==> config.mk <==
export PLATFORM = sky130hd
export DESIGN_NAME = mem_hit_arbiter_flat
export DESIGN_NICKNAME = d
export VERILOG_FILES = /design/src/rtl/mem_hit_arbiter_if.sv /design/src/rtl/mem_hit_arbiter.sv /design/src/flat_wrapper.sv
export SDC_FILE = /design/constraint.sdc
export NUM_CORES = 1
export LEC_CHECK = 0
export CAP_MARGIN = 10
export CORE_MARGIN = 8
export CORE_UTILIZATION = 35
export DETAILED_ROUTE_END_ITERATION = 12
export PLACE_DENSITY = 0.69
export SLEW_MARGIN = 20
export SYNTH_ARGS = -nofsm -noshare
export SYNTH_HDL_FRONTEND = slang
export SYNTH_SLANG_ARGS = --single-unit
==> constraint.sdc <==
create_clock -name CLK -period 2.67 [get_ports CLK]
set_input_delay 0.534 -clock CLK [delete_from_list [all_inputs] [get_ports CLK]]
set_output_delay 0.534 -clock CLK [all_outputs]
set_load 0.01 [all_outputs]
==> src/rtl/mem_hit_arbiter_if.sv <==
// Pipeline-side and RAM-side signals of mem_hit_arbiter.
// Defining MEM_PERF_CNT_EN adds the istall_cnt/dstall_cnt stall counters.
interface mem_hit_arbiter_if #(
    parameter int ADDR_W = 32,
    parameter int DATA_W = 32
);
    logic              iREN;
    logic [ADDR_W-1:0] iaddr;
    logic              dREN;
    logic              dWEN;
    logic [ADDR_W-1:0] daddr;
    logic [DATA_W-1:0] dstore;
    logic              ihit;
    logic              dhit;
    logic [DATA_W-1:0] iload;
    logic [DATA_W-1:0] dload;
    logic              ramREN;
    logic              ramWEN;
    logic [ADDR_W-1:0] ramaddr;
    logic [DATA_W-1:0] ramstore;
    logic [DATA_W-1:0] ramload;
    logic [1:0]        ramstate;
    logic              memerr;
`ifdef MEM_PERF_CNT_EN
    logic [31:0]       istall_cnt;
    logic [31:0]       dstall_cnt;
`endif

    // Arbiter's view.
    modport slave (
        input  iREN, iaddr, dREN, dWEN, daddr, dstore, ramload, ramstate,
        output ihit, dhit, iload, dload, ramREN, ramWEN, ramaddr, ramstore, memerr
`ifdef MEM_PERF_CNT_EN
        , output istall_cnt, dstall_cnt
`endif
    );

    // Pipeline and RAM controller's view.
    modport master (
        output iREN, iaddr, dREN, dWEN, daddr, dstore, ramload, ramstate,
        input  ihit, dhit, iload, dload, ramREN, ramWEN, ramaddr, ramstore, memerr
`ifdef MEM_PERF_CNT_EN
        , input istall_cnt, dstall_cnt
`endif
    );
endinterface

==> src/rtl/mem_hit_arbiter.sv <==
// Arbitrates fetch and mem-stage requests onto a single-ported RAM, producing ihit/dhit pulses.
// Optional MEM_PERF_CNT_EN adds saturating instruction/data stall counters.
module mem_hit_arbiter #(
    parameter int ADDR_W  = 32,
    parameter int DATA_W  = 32,
    parameter int TIMEOUT = 255
) (
    input  logic              CLK,
    input  logic              RST,
    mem_hit_arbiter_if.slave  bus
);
    localparam int TW = $clog2(TIMEOUT + 1);
    localparam logic [TW-1:0] TCNT_LAST = TW'(TIMEOUT - 1);

    typedef enum logic [1:0] {
        RAM_FREE   = 2'd0,
        RAM_BUSY   = 2'd1,
        RAM_ACCESS = 2'd2,
        RAM_ERROR  = 2'd3
    } ram_state_t;

    typedef enum logic [1:0] {IDLE, IACC, DACC, ERR} state_t;

    state_t        state;
    logic [TW-1:0] tcnt;
    logic          access;
    logic          ram_fault;

    assign access    = (bus.ramstate == RAM_ACCESS);
    assign ram_fault = (bus.ramstate == RAM_ERROR);

    always_ff @(posedge CLK) begin
        if (RST) begin
            state        <= IDLE;
            tcnt         <= '0;
            bus.ihit     <= 1'b0;
            bus.dhit     <= 1'b0;
            bus.iload    <= {DATA_W{1'b0}};
            bus.dload    <= {DATA_W{1'b0}};
            bus.ramREN   <= 1'b0;
            bus.ramWEN   <= 1'b0;
            bus.ramaddr  <= {ADDR_W{1'b0}};
            bus.ramstore <= {DATA_W{1'b0}};
            bus.memerr   <= 1'b0;
        end else begin
            // NOTE: non-blocking defaults make the hits single-cycle pulses; a later
            // assignment in the same block overrides them for the completing cycle.
            bus.ihit <= 1'b0;
            bus.dhit <= 1'b0;

            case (state)
                IDLE: begin
                    // The cycle carrying a hit is a turnaround: the request that just
                    // completed may still be asserted and must not be re-serviced.
                    if (!(bus.ihit || bus.dhit)) begin
                        if (bus.dREN || bus.dWEN) begin
                            state        <= DACC;
                            tcnt         <= '0;
                            bus.ramWEN   <= bus.dWEN;
                            bus.ramREN   <= bus.dREN & ~bus.dWEN;
                            bus.ramaddr  <= bus.daddr;
                            bus.ramstore <= bus.dstore;
                        end else if (bus.iREN) begin
                            state        <= IACC;
                            tcnt         <= '0;
                            bus.ramREN   <= 1'b1;
                            bus.ramWEN   <= 1'b0;
                            bus.ramaddr  <= bus.iaddr;
                        end
                    end
                end

                IACC: begin
                    if (access) begin
                        bus.iload  <= bus.ramload;
                        bus.ihit   <= 1'b1;
                        bus.ramREN <= 1'b0;
                        state      <= IDLE;
                    end else if (ram_fault || tcnt == TCNT_LAST) begin
                        bus.ramREN <= 1'b0;
                        bus.memerr <= 1'b1;
                        state      <= ERR;
                    end else if (!bus.iREN) begin
                        bus.ramREN <= 1'b0;
                        state      <= IDLE;
                    end else begin
                        tcnt <= tcnt + 1'b1;
                    end
                end

                DACC: begin
                    // Strobes stay as latched on entry; data accesses are never aborted.
                    if (access) begin
                        if (bus.ramREN) bus.dload <= bus.ramload;
                        bus.dhit   <= 1'b1;
                        bus.ramREN <= 1'b0;
                        bus.ramWEN <= 1'b0;
                        state      <= IDLE;
                    end else if (ram_fault || tcnt == TCNT_LAST) begin
                        bus.ramREN <= 1'b0;
                        bus.ramWEN <= 1'b0;
                        bus.memerr <= 1'b1;
                        state      <= ERR;
                    end else begin
                        tcnt <= tcnt + 1'b1;
                    end
                end

                ERR: begin
                    bus.ramREN <= 1'b0;
                    bus.ramWEN <= 1'b0;
                    bus.memerr <= 1'b1;
                end

                default: state <= IDLE;
            endcase
        end
    end

`ifdef MEM_PERF_CNT_EN
    always_ff @(posedge CLK) begin
        if (RST) begin
            bus.istall_cnt <= '0;
            bus.dstall_cnt <= '0;
        end else begin
            if (bus.iREN && !bus.ihit && bus.istall_cnt != '1)
                bus.istall_cnt <= bus.istall_cnt + 1'b1;
            if ((bus.dREN || bus.dWEN) && !bus.dhit && bus.dstall_cnt != '1)
                bus.dstall_cnt <= bus.dstall_cnt + 1'b1;
        end
    end
`endif
endmodule

==> src/flat_wrapper.sv <==
// flat-port wrapper written by rule: the top's interface ports become plain ports
module mem_hit_arbiter_flat 
#(
    parameter int ADDR_W  = 32,
    parameter int DATA_W  = 32,
    parameter int TIMEOUT = 255
)
  (CLK, RST, bus_iREN, bus_iaddr, bus_dREN, bus_dWEN, bus_daddr, bus_dstore, bus_ramload, bus_ramstate, bus_ihit, bus_dhit, bus_iload, bus_dload, bus_ramREN, bus_ramWEN, bus_ramaddr, bus_ramstore, bus_memerr);
  mem_hit_arbiter_if #(.ADDR_W(ADDR_W), .DATA_W(DATA_W)) bus_i ();
  input  logic CLK;
  input  logic RST;
  input wire logic [$bits(bus_i.iREN)-1:0] bus_iREN;
  input wire logic [$bits(bus_i.iaddr)-1:0] bus_iaddr;
  input wire logic [$bits(bus_i.dREN)-1:0] bus_dREN;
  input wire logic [$bits(bus_i.dWEN)-1:0] bus_dWEN;
  input wire logic [$bits(bus_i.daddr)-1:0] bus_daddr;
  input wire logic [$bits(bus_i.dstore)-1:0] bus_dstore;
  input wire logic [$bits(bus_i.ramload)-1:0] bus_ramload;
  input wire logic [$bits(bus_i.ramstate)-1:0] bus_ramstate;
  output wire logic [$bits(bus_i.ihit)-1:0] bus_ihit;
  output wire logic [$bits(bus_i.dhit)-1:0] bus_dhit;
  output wire logic [$bits(bus_i.iload)-1:0] bus_iload;
  output wire logic [$bits(bus_i.dload)-1:0] bus_dload;
  output wire logic [$bits(bus_i.ramREN)-1:0] bus_ramREN;
  output wire logic [$bits(bus_i.ramWEN)-1:0] bus_ramWEN;
  output wire logic [$bits(bus_i.ramaddr)-1:0] bus_ramaddr;
  output wire logic [$bits(bus_i.ramstore)-1:0] bus_ramstore;
  output wire logic [$bits(bus_i.memerr)-1:0] bus_memerr;
  assign bus_i.iREN = bus_iREN;
  assign bus_i.iaddr = bus_iaddr;
  assign bus_i.dREN = bus_dREN;
  assign bus_i.dWEN = bus_dWEN;
  assign bus_i.daddr = bus_daddr;
  assign bus_i.dstore = bus_dstore;
  assign bus_i.ramload = bus_ramload;
  assign bus_i.ramstate = bus_ramstate;
  assign bus_ihit = bus_i.ihit;
  assign bus_dhit = bus_i.dhit;
  assign bus_iload = bus_i.iload;
  assign bus_dload = bus_i.dload;
  assign bus_ramREN = bus_i.ramREN;
  assign bus_ramWEN = bus_i.ramWEN;
  assign bus_ramaddr = bus_i.ramaddr;
  assign bus_ramstore = bus_i.ramstore;
  assign bus_memerr = bus_i.memerr;
  mem_hit_arbiter #(.ADDR_W(ADDR_W), .DATA_W(DATA_W), .TIMEOUT(TIMEOUT)) u_core (.CLK(CLK), .RST(RST), .bus(bus_i));
endmodule
==> results of run 1 <==
==> stage by stage <==
stage,hold WS [ns],cell area (um2),std cells,utilization
2_1_floorplan,0.4757,5808,729,-
3_3_place_gp,0.4405,8672,1174,0.5286
3_5_place_dp,0.4459,8672,1174,0.5286
4_1_cts,0.4540,9275,1206,0.5653
5_1_grt,0.4690,9275,1206,0.5653
6_report,0.4521,9275,1206,0.5653
==> routing by layer <==
metal  up-vias  part of all wire
met5         -                 0
met4         0             0.017
met3        23              0.10
met2       221              0.48
met1      2756              0.40
li1       3003                 -
==> final timing paths <==
kind                            cells past startpoint                start                  end  slack (ns)
worst max register to register                      5      u_core.state[0]       u_core.tcnt[7]        0.60
worst max-delay path                                1      u_core.bus.ihit             bus_ihit        0.57
worst min register to register                      2  u_core.bus.iload[6]  u_core.bus.iload[6]        0.45
worst min-delay path                                2  u_core.bus.iload[6]  u_core.bus.iload[6]        0.45
==> logic make-up (layout without fill, tap and decap cells) <==
group                    after synthesis  count (layout)
AO/OA/AOI/OAI                        205             205
adder cells (fa/ha/maj)                7               7
buffers and inverters                 68             325
flip-flops                           143             143
multiplexers                           1               1
AND/OR/NAND/NOR                      305             305
==> layout make-up <==
class                   instances  share of cell area
clock inverters                12             0.01578
flip-flops and latches        143              0.3086
multi-input cells             518              0.2860
repair buffers                284              0.3070
clock buffers                  20             0.04924
inverters                       9            0.003642
well taps                     220             0.02968
==> layout by cell type, fill, tap and decap left out, types with 3 or more instances in the layout <==
cell | netlist | final
a211oi_1 | 3 | 3
a21oi_1 | 102 | 102
a311oi_1 | 32 | 32
a32o_1 | 5 | 5
and3_1 | 4 | 4
buf_12 | 0 | 4
buf_4 | 1 | 14
clkbuf_16 | 0 | 17
clkdlybuf4s50_1 | 0 | 266
clkinvlp_4 | 0 | 3
dfxtp_1 | 143 | 143
ha_1 | 7 | 7
inv_1 | 8 | 8
inv_6 | 0 | 4
nand2_1 | 234 | 234
nand3_1 | 6 | 6
nand4_1 | 4 | 4
nor2_1 | 37 | 37
nor3_1 | 3 | 3
o2111ai_1 | 6 | 6
o211ai_1 | 3 | 3
o21ai_0 | 40 | 40
==> power by group through the flow <==
stage	combinational, mW	sequential (mW)	clock (mW)
2_1_floorplan	0.857	2.68	0
4_1_cts	1.90	2.53	2.48
5_1_grt	2.04	2.56	2.57
3_3_place_gp	1.88	2.56	0
3_5_place_dp	1.89	2.57	0
6_report	1.88	2.52	2.41
==> state kept, by name, indices dropped and copies added, names as in the netlist <==
name,count
u_core.bus.dload,32
u_core.bus.iload,32
u_core.bus.ramaddr,32
u_core.bus.ramstore,32
u_core.tcnt,8
u_core.state,2
u_core.bus.dhit,1
u_core.bus.ihit,1
u_core.bus.memerr,1
u_core.bus.ramREN,1
u_core.bus.ramWEN,1
==> impl_metrics.toml, run 1 <==
[status]
status = "finished, final reports clean"

[logic_synthesis]
dominantRegCellSynth = "dfxtp_1"
ys_ff_latch = 143
yosysUniqueCellTypes = 50
synth_xor_area_frac = 0
synth_warnings = 0
synth.top_cell.area_share = 0.4929
synth_most_common_cell = "nand2_1"
yosys-top-cells-count = "nand2_1 (234), dfxtp_1 (143), a21oi_1 (102)"
synth_seq_area_share = 0.4929
synth_edf_count = 0
synth_fa_ha_area_frac = 0.01508
yosys.area_share.simple = 0.2187
synth.area.top_cells = "dfxtp_1 (49%), nand2_1 (15%), a21oi_1 (8.8%)"
synthMuxAreaShare = 0.001723
ys_async_sr_fraction = 0
avgSynthCellArea_um2 = 7.967
syn_area_um2 = 5808
netlist_instances = 729
yosysTopAreaCell = "dfxtp_1"
synth_nets = 871
synth_compound_area_frac = 0.2197
synth_top_family_by_area = "compound AO/OA/AOI/OAI gates"

[placement]
place.gp.congestion = 0.8482
dp_slack_ns = 0.3389
port_buffers = 267
dpl.hpwl_um = 14230

[pwr]
p_switching_mw = 2.055
netSwitchingFraction = 0.3015
share_seq_of_total_power = 0.370
p_total_mw = 6.815
vdd_drop_max_uv = 448.0
power.internal_mw = 4.760
p_clk_frac = 0.353
power_density_nw_per_um2 = 734.8
power.leakage_nw = 3.279
combPwrFrac = 0.276

[grt]
grt_max_degree = 61
grt.overflow.total = 0
grt_pass1_wl_um = 30400
grt_use_met3 = 0.07185
antenna_found_initial = 0
grt_pass1_vias = 5709
grt_use_total = 0.1852
use_met2 = 0.3068
busiest_layer = "met2"
grt_use_met1 = 0.2126

[drt]
via_count = 6003
drt_wl_total_um = 20040
first_iter_violations = 378
drtPass1Iterations = 5
vias_per_cell = 4.978
ant_nets = 0
drc = 0
wl_per_cell_um = 16.62

[worst_setup_path]
crit_type = "register to output pin"
crit_slowest_cell = "clkdlybuf4s50_1"
cp-end-kind = "output pin"
crit_family = "buffers and inverters"
worst-path-max-fanout = 5
crit_required_ns = 2.14
worstPathArrival_ns = 1.56
start_kind = "register"
cpPeakStageDelay_ns = 0.66
crit_chain = "clkdlybuf4s50_1"
worst-path-buf-inv = 1

[die]
fp-row-count = 47
dieWidth_um = 144.8
core_area_um2 = 16410
initial_core_util = 0.3540
dieArea_um2 = 20970
die_y_um = 144.8
num_io_pins = 268

[layout]
area_growth_pct = 59.69
drive_above_1_share = 0.05781
antenna_cells = 0
multi_input_area_um2 = 2653
layout.nets = 1115
seqCellArea_um2 = 2863
n_fill_cell = 1539

[clocking]
cts-buffers-inserted = 17
post_cts_resized = 0
cts.sinks = 143
clk_pin_slew_ns = 0.06
cts_buffer_depth = 2
clockRootBuffer = "clkbuf_16"
cts_max_level = 4
clk-insertion-delay-late_ns = 0.42
cts_tree = "built"
hold_buffers = 0
post-cts-setup-buffers = 0

[timing]
finalSetupTns_ns = 0
timing.fmax_mhz = 477.3
slew_viol_final = 0
finalHoldViolations = 0
worst_slack_ns = 0.5747
setup_viol = 0
final.setup_skew_ns = 0.01084
relSlewSlack = 0.4961
rsz0062_at_grt = "false"
min_period_over_period = 0.7847
min_period_ns = 2.095
worstMarginPinSlew_ns = 0.7480

[worst_hold_path]
hold_class = "register to register"

[flow_run]
cap_viol_max_count = 0
Note: power is estimated with default switching activity, not from simulation.
==> inputs of run 2 (changes only) <==
==> constraint.sdc (replaced) <==
create_clock -name CLK -period 2 [get_ports CLK]
set_input_delay 0.4 -clock CLK [delete_from_list [all_inputs] [get_ports CLK]]
set_output_delay 0.4 -clock CLK [all_outputs]
set_load 0.01 [all_outputs]
==> impl_metrics.toml, run 2 (same netlist as run 1, synthesis figures left out) <==
[grt]
grt_pass1_wl_um = 30610
grt_max_degree = 91
grt_pass1_vias = 5773
antenna_found_initial = 1
grt_use_total = 0.1861
grt.overflow.total = 0

[layout]
seqCellArea_um2 = 2863
area_growth_pct = 63.81
final_common_cell = "clkdlybuf4s50_1"
multi_input_area_um2 = 2681
final_cell_area_um2 = 9514
n_fill_cell = 1480
fin_cells = 1220
layout_common_cells = "clkdlybuf4s50_1 (266), nand2_1 (234), dfxtp_1 (143)"
drive_above_1_share = 0.07908
layout.nets = 1130

[placement]
port_buffers = 267
postPlaceCellArea_um2 = 8860
dp.cells = 1189
dpl.hpwl_um = 14300
place.gp.congestion = 0.8694
dp_slack_ns = -0.1588

[drt]
via_count = 6034
ant_nets = 0
wl_per_cell_um = 16.56
first_iter_violations = 418
drtPass1Iterations = 4
vias_per_cell = 4.946
drt_wl_total_um = 20210
drc = 0

[timing]
min_period_ns = 1.912
min_period_over_period = 0.9561
relSlewSlack = 0.6608
rsz0062_at_grt = "false"
worstMarginPinSlew_ns = 0.5024
finalHoldViolations = 0
setup_viol = 0
finalSetupTns_ns = 0
final.setup_skew_ns = 0.008862
worst_slack_ns = 0.08789
timing.fmax_mhz = 523.0
slew_viol_final = 0

[worst_setup_path]
start_kind = "register"
cpPeakStageDelay_ns = 0.52
crit_type = "register to register"
worst-path-max-fanout = 6
crit_required_ns = 2.36
crit_slowest_cell = "a2111oi_4"
cp-end-kind = "register"
worstPathArrival_ns = 2.27
crit_chain = "inv_1 -> ha_1 -> o21ai_0 -> nand3_2 -> a2111oi_4 -> a32o_1"

[die]
fp-row-count = 47
dieArea_um2 = 20970
core_area_um2 = 16410
die_y_um = 144.8
dieWidth_um = 144.8
num_io_pins = 268
initial_core_util = 0.3540

[clocking]
cts_max_level = 4
clk-insertion-delay-late_ns = 0.42
cts_buffer_depth = 2
hold_buffers = 0
cts_tree = "built"
clockRootBuffer = "clkbuf_16"
cts-buffers-inserted = 17
cts.sinks = 143
post-cts-setup-buffers = 0
clk_pin_slew_ns = 0.06

[pwr]
vdd_drop_max_uv = 546.8
power.leakage_nw = 3.408
power_density_nw_per_um2 = 988.0

[worst_hold_path]
hold_class = "input pin to register"

[status]
status = "finished, final reports clean"

[flow_run]
cap_viol_max_count = 0
run 2: power by group:
group | leakage [nW] | switching, mW | total, mW | internal (mW)
logic | 1.94 | 1.32 | 2.67 | 1.35
registers | 1.17 | 0.168 | 3.36 | 3.19
clock network | 0.305 | 1.25 | 3.38 | 2.12
total | 3.41 | 2.74 | 9.40 | 6.66
run 2: path summary, 6_finish.rpt:
kind / endpoint / from / slack [ns] / cells past startpoint
setup reg to reg: u_core.tcnt[2] / u_core.state[0] / 0.09 / 6
setup / recovery: u_core.tcnt[2] / u_core.state[0] / 0.09 / 6
hold reg to reg: u_core.bus.ramstore[20] / u_core.bus.ramstore[20] / 0.45 / 2
hold / removal: u_core.tcnt[5] / RST / 0.26 / 2
run 2: critical path: cells and delay by family, from the launching register on:
kind	cells	cell delay, ns
compound gates	3	0.90
fa+ha+maj	1	0.25
buf+inv	1	0.10
flops	1	0.37
simple gates	1	0.21
run 2: stage by stage:
stage	util	power, mW	hold slack [ns]
final	0.5799	9.400	0.2644
after global routing	0.5799	9.883	0.2509
after CTS	0.5780	9.490	0.2478
after detailed placement	0.5400	6.088	0.4459
after global placement	0.5400	6.049	0.4404
after floorplan	-	4.716	0.4757
run 2: what timing repair did:
item | in CTS | in global routing
endpoints found under the setup margin | 0 | 8
resized for setup | 0 | 8
hold endpoints to repair | 0 | 0
run 2: layer usage:
layer / routed length (um) / track usage / up-vias
met4: 469 / 0.07393 / 0
met5: 0 / 0 / -
met1: 7872 / 0.2077 / 2760
li1: - / - / 3024
met2: 9622 / 0.3122 / 222
met3: 2244 / 0.07251 / 28
run 2: area by class of cell:
cell class | instances | share of cell area
clock inverters | 12 | 0.01933
inverters | 9 | 0.003551
flip-flops and latches | 143 | 0.3009
well taps | 220 | 0.02893
diodes | 1 | 0.0002630
clock buffers | 18 | 0.04616
multi-input cells | 518 | 0.2818
repair buffers | 299 | 0.3190
==> inputs of run 3 (changes only) <==
--- a/config.mk
+++ b/config.mk
@@ -5,7 +5,8 @@
 export SDC_FILE = /design/constraint.sdc
 export NUM_CORES = 1
 export LEC_CHECK = 0
-export CAP_MARGIN = 10
+export ABC_CLOCK_PERIOD_IN_PS = 2000
+export CAP_MARGIN = 5
 export CORE_MARGIN = 8
 export CORE_UTILIZATION = 35
 export DETAILED_ROUTE_END_ITERATION = 12
==> results of run 3 <==
The final DEF is identical to that of run 2; final timing and power are the same.
